File: src/rtl/state_ctrl.sv
// Parent controller that detects two consecutive '1's, releases a sub-FSM,
// and reclaims control on sub-FSM completion or after TIMEOUT cycles.
module state_ctrl #(
    parameter int unsigned TIMEOUT = 16
) (
    input  logic       clk,
    input  logic       rst,
    input  logic       in,
    input  logic       state_out,
    input  logic       out1,
    output logic       state_select,
    output logic       out_pass,
    output logic       frame_done,
    output logic       timeout,
    output logic [7:0] det_count,
    output logic [1:0] mode
);

    typedef enum logic [1:0] {
        P0    = 2'b00,
        P1    = 2'b01,
        CHILD = 2'b10,
        DONE  = 2'b11
    } state_e;

    localparam logic [7:0] TIMER_LAST = 8'(TIMEOUT - 1);

    state_e     state_q, state_d;
    logic [7:0] timer_q, timer_d;
    logic [7:0] det_q, det_d;
    logic       timeout_q, timeout_d;

    always_ff @(posedge clk) begin
        if (rst) begin
            state_q   <= P0;
            timer_q   <= 8'd0;
            det_q     <= 8'd0;
            timeout_q <= 1'b0;
        end else begin
            state_q   <= state_d;
            timer_q   <= timer_d;
            det_q     <= det_d;
            timeout_q <= timeout_d;
        end
    end

    // Timer defaults to 0 so it is cleared on every CHILD entry and held outside CHILD.
    always_comb begin
        state_d   = state_q;
        timer_d   = 8'd0;
        det_d     = det_q;
        timeout_d = 1'b0;
        case (state_q)
            P0: begin
                if (in) state_d = P1;
            end
            P1: begin
                state_d = in ? CHILD : P0;
            end
            CHILD: begin
                if (state_out) begin
                    state_d = DONE;
                end else if (timer_q == TIMER_LAST) begin
                    state_d   = P0;
                    timeout_d = 1'b1;
                end else begin
                    timer_d = timer_q + 8'd1;
                end
            end
            DONE: begin
                state_d = P0;
                det_d   = (det_q == 8'hFF) ? det_q : det_q + 8'd1;
            end
            default: begin
                state_d = P0;
            end
        endcase
    end

    // All outputs decode registered state only, except out_pass which gates out1.
    assign state_select = (state_q != CHILD);
    assign out_pass     = (state_q == CHILD) & out1;
    assign frame_done   = (state_q == DONE);
    assign timeout      = timeout_q;
    assign det_count    = det_q;
    assign mode         = state_q;

endmodule

File: config.mk
export PLATFORM = sky130hd
export DESIGN_NAME = state_ctrl
export DESIGN_NICKNAME = d
export VERILOG_FILES = /design/src/rtl/state_ctrl.sv
export SDC_FILE = /design/constraint.sdc
export NUM_CORES = 1
export LEC_CHECK = 0
export CORE_MARGIN = 10
export CORE_UTILIZATION = 40
export CTS_CLUSTER_DIAMETER = 60
export DETAILED_ROUTE_END_ITERATION = 8
export PLACE_DENSITY_LB_ADDON = 0.1
export SETUP_SLACK_MARGIN = 0.3
export SYNTH_ARGS = -nofsm -noshare
export SYNTH_HDL_FRONTEND = slang
export SYNTH_SLANG_ARGS = --single-unit
File: constraint.sdc
create_clock -name clk -period 1.6 [get_ports clk]
set_input_delay 0.24 -clock clk [delete_from_list [all_inputs] [get_ports clk]]
set_output_delay 0.24 -clock clk [all_outputs]
set_load 0.05 [all_outputs]
-- Word-level counts from Yosys, hierarchy flattened
Index checks and enable logic that the tools add are counted.
- memories kept: 0
- register bits after elaboration: 19
- memory bits (writable): 0
- bits in latches: 0
- bits in read-only memories: 0
- add/subtract/negate cells: 2
- magnitude comparators: 0
- shift operators: 0
- bitwise operators: 3
- reductions and logical operators: 5
- eq/ne operators: 8
- multiply operators: 0
- muxes and demuxes: 6
- div/mod/pow operators: 0
- operators with widths (kind ; number):
    8-bit by 1-bit adder with 8-bit output (second input constant) ; 2
    8-bit by 4-bit == test with 1-bit output (second input constant) ; 1
    8-bit == test (second input constant) ; 1
    2-bit 2-to-1 mux ; 4
    2-bit case mux with 4 select lines ; 1
    2-bit == test (second input constant) ; 2
    2-bit inequality test (second input constant) ; 2
    2-bit AND reduction ; 2
    4-bit OR reduction ; 1
    3-bit inequality test (second input constant) ; 1
    3-bit OR reduction ; 1
    2-bit by 1-bit == test with 1-bit output (second input constant) ; 1
    2-bit zero test ; 1
    1-bit inverter ; 2
    1-bit bitwise AND ; 1
    1-bit 2-to-1 mux ; 1

-- Logic depth before layout (Yosys ltp)
Gate-level depths: netlist of run 1.
- depth in word-level cells: 4
- gate-level depth with buffers: 5
- mapped depth without buffers: 5

-- Worst setup path before layout of run 1
No wires, ideal clock.
- kind: register to output
- from: register state_q[1], in the netlist mode[1]
- to: output port out_pass
- setup slack: -0.575 ns
- arrival time: 1.935 ns
- data required time: 1.360 ns
- path buffers: 0
- cell stages (with the launch flop): 3
- cell sequence: dfxtp_1 nand2b_1 nor2_1
- word-level cells in the longest chain between the ends: 2
- RTL lines (item ; RTL line ; RTL):
    start: declaration ; 28 ; state_e state_q, state_d;
    start signal: assignment ; 40 ; state_q <= state_d;
    2-bit == test ; 82 ; assign out_pass = (state_q == CHILD) & out1;
    1-bit bitwise AND ; 82 ;
    end: declaration ; 12 ; output logic out_pass,
Every way passes these cells.

-- Worst setup path after layout of run 1
- from: register det_q[1], in the netlist det_count[1]
- to: register det_q[7], in the netlist det_count[7]
- word-level cells in the longest chain between the ends: 3
- RTL lines (item ; RTL line ; RTL):
    start: declaration ; 30 ; logic [7:0] det_q, det_d;
    start signal: assignment ; 42 ; det_q <= det_d;
    parallel branches: the longest is 3 deep, another holds 8-bit by 1-bit adder with 8-bit output ; -- ;
Several ways; the timed one is not identified.
A chain may end at the register's enable or synchronous reset.

==> flow_summary_export.csv, run 1 <==
group,metric,value,unit
outcome,status,"completed",
setup_path,end_kind,"register",
sta,slew_viol_final,0,
drt,met3_length,105,um
final_layout,area_delta_synth_final,44.1,%
sta,slew-limit-headroom,0.802,
placement,gp_congestion,0.747,
final_layout,fin_cells,144,
power_and_ir_drop,pwr-share-comb,0.097,
hold_path,hold_path_depth,1,
global_routing,grtUsageTotal,0.0913,
drt,route.final.wire_length,1.76,mm
setup_path,critPathLaunchType,"register",
power_and_ir_drop,p_clk_frac,0.305,
clock_tree,cts_made_buffers,3,
floorplanning,die_x,65.8,um
drt,highest_layer,"met4",
logic_synthesis,seq_area_frac_synth,0.453,
hold_path,hp-class,"reg2reg",
power_and_ir_drop,power_frac_seq,0.598,
final_layout,fillers,171,
logic_synthesis,synth_warnings,0,
setup_path,crit_fanout,4,
final_layout,nets,125,
logic_synthesis,synthCells,91,
final_layout,diodes,0,
clock_tree,h-tree-depth,1,
clock_tree,cts_max_path_buffers,2,
power_and_ir_drop,intPower,596,uW
setup_path,path_class,"reg2reg",
logic_synthesis,synth_area,840,sq um
power_and_ir_drop,ir_drop,0.374,mV
sta,fin_skew,0.00257,ns
setup_path,worstRegToRegCells,5,
drt,drt_iter0_drc,12,
final_layout,final_cell_mix,"nor2_1 (17), buf_4 (17), dfxtp_4 (9), dfxtp_1 (9), xor2_1 (6)",
sta,post-route-min-period,1.35,ns
sta,clock.fmax,740,MHz
logic_synthesis,yosys_register_bits,19,
drt,ant_nets,0,
setup_path,reg2reg_to,"det_count[7]$_SDFFE_PP0P_",
power_and_ir_drop,powerDensity,649,nW/um^2
hold_path,min_from,"timer_q[0]$_SDFF_PP0_",
drt,wl_per_cell,12.2,um
logic_synthesis,syn_avg_cell_area,9.23,sq um
sta,rsz0062_at_grt,"yes",
global_routing,grt_pass1_vias,695,
clock_tree,clock_sinks,19,
floorplanning,die_y,65.8,um
drt,drt-met1-wl,814,um
drt,vias,709,
floorplanning,start_util,0.424,
floorplanning,ioPinCount,19,
setup_path,cp.arrival,1.54,ns
clock_tree,cts_tree,"built",
final_layout,finish.utilization,0.610,
clock_tree,clock_latency,0.29,ns
power_and_ir_drop,p_switching,188,uW
sta,hold_ws,0.452,ns
drt,drt_first_pass_iters,4,
logic_synthesis,syn_nets,98,
placement,io_buffer_count,18,
global_routing,overflow,0,
floorplanning,die-area,4330,sq um
power_and_ir_drop,leakagePower,0.467,nW
global_routing,antenna_found_initial,0,
logic_synthesis,ys_types,29,
floorplanning,rows,16,
power_and_ir_drop,sw_frac_of_total,0.240,
setup_path,rr_startpoint,"det_count[1]$_SDFFE_PP0P_",
global_routing,grt_max_degree,12,
sta,tns,0,ns
setup_path,required,1.79,ns
setup_path,reg2reg_slack,0.25,ns
final_layout,fin_area,1210,sq um
flow_run,cap_violations,0,
placement,place_area,1120,sq um
sta,hold_viol,0,
floorplanning,coreArea,1980,sq um
drt,dr_wl_met2,823,um
placement,dp_hpwl,1.29,mm
clock_tree,cts.clk_slew.worst_paths,0.11,ns
final_layout,drive_above_1_share,0.393,
global_routing,grt_pass1_wl,3.16,mm
drt,drt-vias-per-instance,4.92,
placement,dp.cells,135,
sta,setup_viol,0,
clock_tree,cts_root_buffer,"clkbuf_4",
drt,drcViolationCount,0,
hold_path,whs_endpoint,"timer_q[0]$_SDFF_PP0_",
clock_tree,cts-hold-fix-buffers,0,
sta,fin_crit_sh,0.845,
sta,worst_pin_slew,0.294,ns
what timing repair did:
action | 4_1_cts | 5_1_grt
setup endpoints to repair | 3 | 7
pin swaps | 1 | 3
cloned | 0 | 0
gates resized for setup | 1 | 5
buffers inserted | 4 | 1
power groups by stage:
stage	Sequential (mW)	Combinational, mW	Clock (mW)
global placement	0.482	0.0710	0
detailed placement	0.483	0.0714	0
CTS	0.471	0.0744	0.253
finish	0.469	0.0763	0.239
floorplan	0.494	0.0278	0
global route	0.470	0.0810	0.272
routing by layer:
| layer | GRT usage | vias up |
|---|---|---|
| li1 | - | 363 |
| met2 | 0.135 | 15 |
| met5 | 0 | - |
| met3 | 0.0305 | 2 |
| met1 | 0.111 | 329 |
| met4 | 0.0561 | 0 |
cell families (layout without fill, tap and decap cells):
family / Yosys count / count (layout) / synth area share
AO/OA/AOI/OAI: 10 / 10 / 0.0879
XOR/XNOR: 10 / 10 / 0.104
adder cells (fa/ha/maj): 2 / 2 / 0.0298
buffers and inverters: 4 / 30 / 0.0268
flip-flops: 19 / 19 / 0.453
multiplexers: 3 / 3 / 0.0373
AND/OR/NAND/NOR: 43 / 43 / 0.261
registers in the layout, summed over array words and instances (netlist names):
name	count
det_count	8
timeout	1
timer_q	8
mode	2
stage by stage:
step | setup WS, ns | power, mW
after floorplan | 0.146 | 0.522
after global placement | 0.166 | 0.553
after detailed placement | 0.148 | 0.554
after CTS | 0.265 | 0.799
after global routing | 0.119 | 0.823
final | 0.248 | 0.785
synth_stat cells, drive strengths merged:
master / instances / area [sq um]
mux2i: 2 / 20.0
nand2b: 2 / 20.0
nand3b: 1 / 7.51
ha: 2 / 25.0
nand2: 6 / 22.5
xor2: 6 / 52.6
or4: 1 / 7.51
or3: 2 / 12.5
nor4: 1 / 6.26
nor2b: 1 / 6.26
nor2: 18 / 67.6
nor3: 2 / 10.0
clkbuf: 1 / 3.75
a21oi: 3 / 15.0
nand3: 3 / 15.0
o21ai: 2 / 21.3
and2: 2 / 12.5
dfxtp: 19 / 380
nand4: 1 / 12.5
buf: 1 / 11.3
mux2: 1 / 11.3
and3: 3 / 18.8
o31ai: 1 / 7.51
inv: 2 / 7.51
o21bai: 1 / 7.51
o211ai: 3 / 22.5
xnor2: 4 / 35.0
final cells by class:
class / count / area, sq um / area share
flip-flops and latches: 19 / 415 / 0.343
well taps: 27 / 33.8 / 0.0279
clock buffers: 4 / 26.3 / 0.0217
multi-input cells: 68 / 499 / 0.413
inverters: 2 / 7.51 / 0.00620
repair buffers: 24 / 228 / 0.188
critical path, cell delays in order, from the launching register on:
cell and delay, ns:
dfxtp_4 0.38, ha_4 0.16, nand3_4 0.10, o211ai_1 0.23, nor2_1 0.10, mux2_4 0.29
worst max path at each step:
stage / from / endpoint / slack, ns / cells after the start
after floorplan: det_count[1]$_SDFFE_PP0P_ / det_count[7]$_SDFFE_PP0P_ / 0.15 / 5
after global routing: det_count[1]$_SDFFE_PP0P_ / det_count[7]$_SDFFE_PP0P_ / 0.12 / 5
final: det_count[1]$_SDFFE_PP0P_ / det_count[7]$_SDFFE_PP0P_ / 0.25 / 5
after CTS: mode[0]$_SDFFE_PP0P_ / out_pass / 0.27 / 3
after global placement: state_out / timer_q[3]$_SDFF_PP0_ / 0.17 / 4
after detailed placement: state_out / timer_q[3]$_SDFF_PP0_ / 0.15 / 4
No activity file was read; power rests on OpenSTA's default activity.
==> run 2, diff against run 1 <==
==> constraint.sdc (replaced) <==
create_clock -name clk -period 1.1 [get_ports clk]
set_input_delay 0.165 -clock clk [delete_from_list [all_inputs] [get_ports clk]]
set_output_delay 0.165 -clock clk [all_outputs]
set_load 0.05 [all_outputs]
==> flow_summary_export.csv, run 2 (synthesized netlist as in run 1, its figures left out) <==
group,metric,value,unit
drt,wl_per_cell,16.8,um
sta,hold_viol,0,
global_routing,antenna_found_initial,0,
floorplanning,die-area,4330,sq um
placement,gp_congestion,0.827,
sta,postLayoutSetupSlackWorst,-0.291,ns
floorplanning,ioPinCount,19,
setup_path,required,1.29,ns
clock_tree,cts.clk_slew.worst_paths,0.12,ns
final_layout,drive_above_1_share,0.578,
clock_tree,clock_latency,0.30,ns
global_routing,grtUsageTotal,0.120,
drt,drt-vias-per-instance,5.06,
setup_path,rr_startpoint,"det_count[0]$_SDFFE_PP0P_",
final_layout,nets,155,
global_routing,grt_pass1_vias,914,
clock_tree,cts_root_buffer,"clkbuf_4",
sta,slew-limit-headroom,0.821,
sta,clock.fmax,719,MHz
drt,ant_nets,0,
setup_path,cp.arrival,1.58,ns
clock_tree,cts_max_path_buffers,2,
hold_path,min_from,"timer_q[0]$_SDFF_PP0_",
outcome,violations,"setup timing",
sta,worst_pin_slew,0.267,ns
setup_path,worstRegToRegCells,5,
clock_tree,cts_made_buffers,3,
hold_path,hold_path_depth,1,
sta,post-route-min-period,1.39,ns
final_layout,diodes,0,
drt,drt_first_pass_iters,4,
global_routing,grt_pass1_wl,4.13,mm
setup_path,path_class,"reg2reg",
setup_path,slowest_delay,0.38,ns
global_routing,grt_max_degree,13,
floorplanning,start_util,0.424,
setup_path,crit_family,"flip-flops",
drt,drcViolationCount,0,
final_layout,area_delta_synth_final,105,%
setup_path,critPathLaunchType,"register",
final_layout,fillers,85,
sta,setup_viol,28,
power_and_ir_drop,powerDensity,711,nW/um^2
setup_path,cpMaxStageDelayCell,"dfxtp_4",
clock_tree,cts-hold-fix-buffers,0,
placement,post-place-ws,-0.256,ns
power_and_ir_drop,leakagePower,0.683,nW
setup_path,end_kind,"register",
outcome,status,"complete, but fails checks",
final_layout,final_cell_mix,"buf_6 (22), buf_12 (14), buf_4 (14)",
drt,vias,881,
hold_path,whs_endpoint,"timer_q[0]$_SDFF_PP0_",
hold_path,hp-class,"reg2reg",
final_layout,fin_area,1720,sq um
clock_tree,cts_tree,"built",
setup_path,crit_start,"det_count[0]$_SDFFE_PP0P_",
sta,fin_skew,0.00971,ns
global_routing,overflow,0,
setup_path,reg2reg_slack,-0.29,ns
drt,route.final.wire_length,2.92,mm
setup_path,cp_cell_sequence,"ha_4, nand3_4, o211ai_1, nor2_1, mux2_1",
final_layout,mostFrequentLayoutCell,"buf_6",
sta,slew_viol_final,0,
placement,io_buffer_count,18,
floorplanning,die_y,65.8,um
clock_tree,h-tree-depth,1,
setup_path,crit_fanout,4,
flow_run,cap_violations,0,
floorplanning,coreArea,1980,sq um
clock_tree,clock_sinks,19,
floorplanning,rows,16,
sta,fin_crit_sh,1.26,
sta,rsz0062_at_grt,"yes",
setup_path,crit_buf_inv,0,
placement,dp_hpwl,1.81,mm
power_and_ir_drop,ir_drop,0.753,mV
setup_path,reg2reg_to,"det_count[7]$_SDFFE_PP0P_",
placement,place_area,1510,sq um
drt,drt_iter0_drc,26,
floorplanning,die_x,65.8,um
[run 2: cell types whose count changed in the layout (fill, tap and decap cells not counted), sizes merged]
cell,change
inv,+1
buf,+30
clkbuf,-1
[run 2: through the flow]
stage | total power [mW] | util | std cells | setup TNS [ns] | hold WS (ns)
CTS | 1.22 | 0.839 | 171 | -4.06 | 0.447
global placement | 0.841 | 0.760 | 162 | -2.55 | 0.426
finish | 1.22 | 0.869 | 174 | -4.70 | 0.470
floorplan | 0.760 | - | 91 | -3.17 | 0.322
detailed placement | 0.844 | 0.760 | 162 | -3.13 | 0.430
global route | 1.27 | 0.869 | 174 | -5.74 | 0.481
[run 2: what timing repair did]
action,in CTS,in global routing
endpoints found under the setup margin,33,33
resized for setup,25,10
buffers inserted,5,3
pin swaps,13,5
[run 2: report_power, final]
group	leakage, nW	internal, mW	switching [mW]	total (mW)
clock	0.0183	0.140	0.226	0.366
combinational	0.502	0.0987	0.0808	0.180
sequential	0.163	0.673	0.00640	0.679
[run 2: how the worst max path moves through the flow]
| stage | end | depth (start not counted) |
|---|---|---|
| 2_1_floorplan | det_count[7]$_SDFFE_PP0P_ | 5 |
| 3_3_place_gp | det_count[7]$_SDFFE_PP0P_ | 5 |
| 3_5_place_dp | det_count[7]$_SDFFE_PP0P_ | 5 |
| 4_1_cts | out_pass | 5 |
| 5_1_grt | det_count[4]$_SDFFE_PP0P_ | 6 |
| 6_report | det_count[7]$_SDFFE_PP0P_ | 5 |
[run 2: layout make-up]
cell class / instances / area (sq um) / share of cell area
clock buffer: 3 / 22.5 / 0.0131
clock inverter: 1 / 6.26 / 0.00363
inverter: 2 / 7.51 / 0.00436
multi-input combinational: 68 / 557 / 0.323
sequential: 19 / 422 / 0.245
tap: 27 / 33.8 / 0.0196
timing repair buffer: 54 / 673 / 0.391
[run 2: routing by layer]
metal | part of all wire | track usage
met1 | 0.39 | 0.123
met2 | 0.52 | 0.211
met3 | 0.051 | 0.0441
met4 | 0.031 | 0.0535
met5 | 0 | 0
==> run 3, diff against run 2 <==
--- a/config.mk
+++ b/config.mk
@@ -5,6 +5,7 @@
 export SDC_FILE = /design/constraint.sdc
 export NUM_CORES = 1
 export LEC_CHECK = 0
+export ABC_AREA = 0
 export CORE_MARGIN = 10
 export CORE_UTILIZATION = 40
 export CTS_CLUSTER_DIAMETER = 60
==> results of run 3 <==
No change in the layout: final DEF, timing and power equal those of run 2.
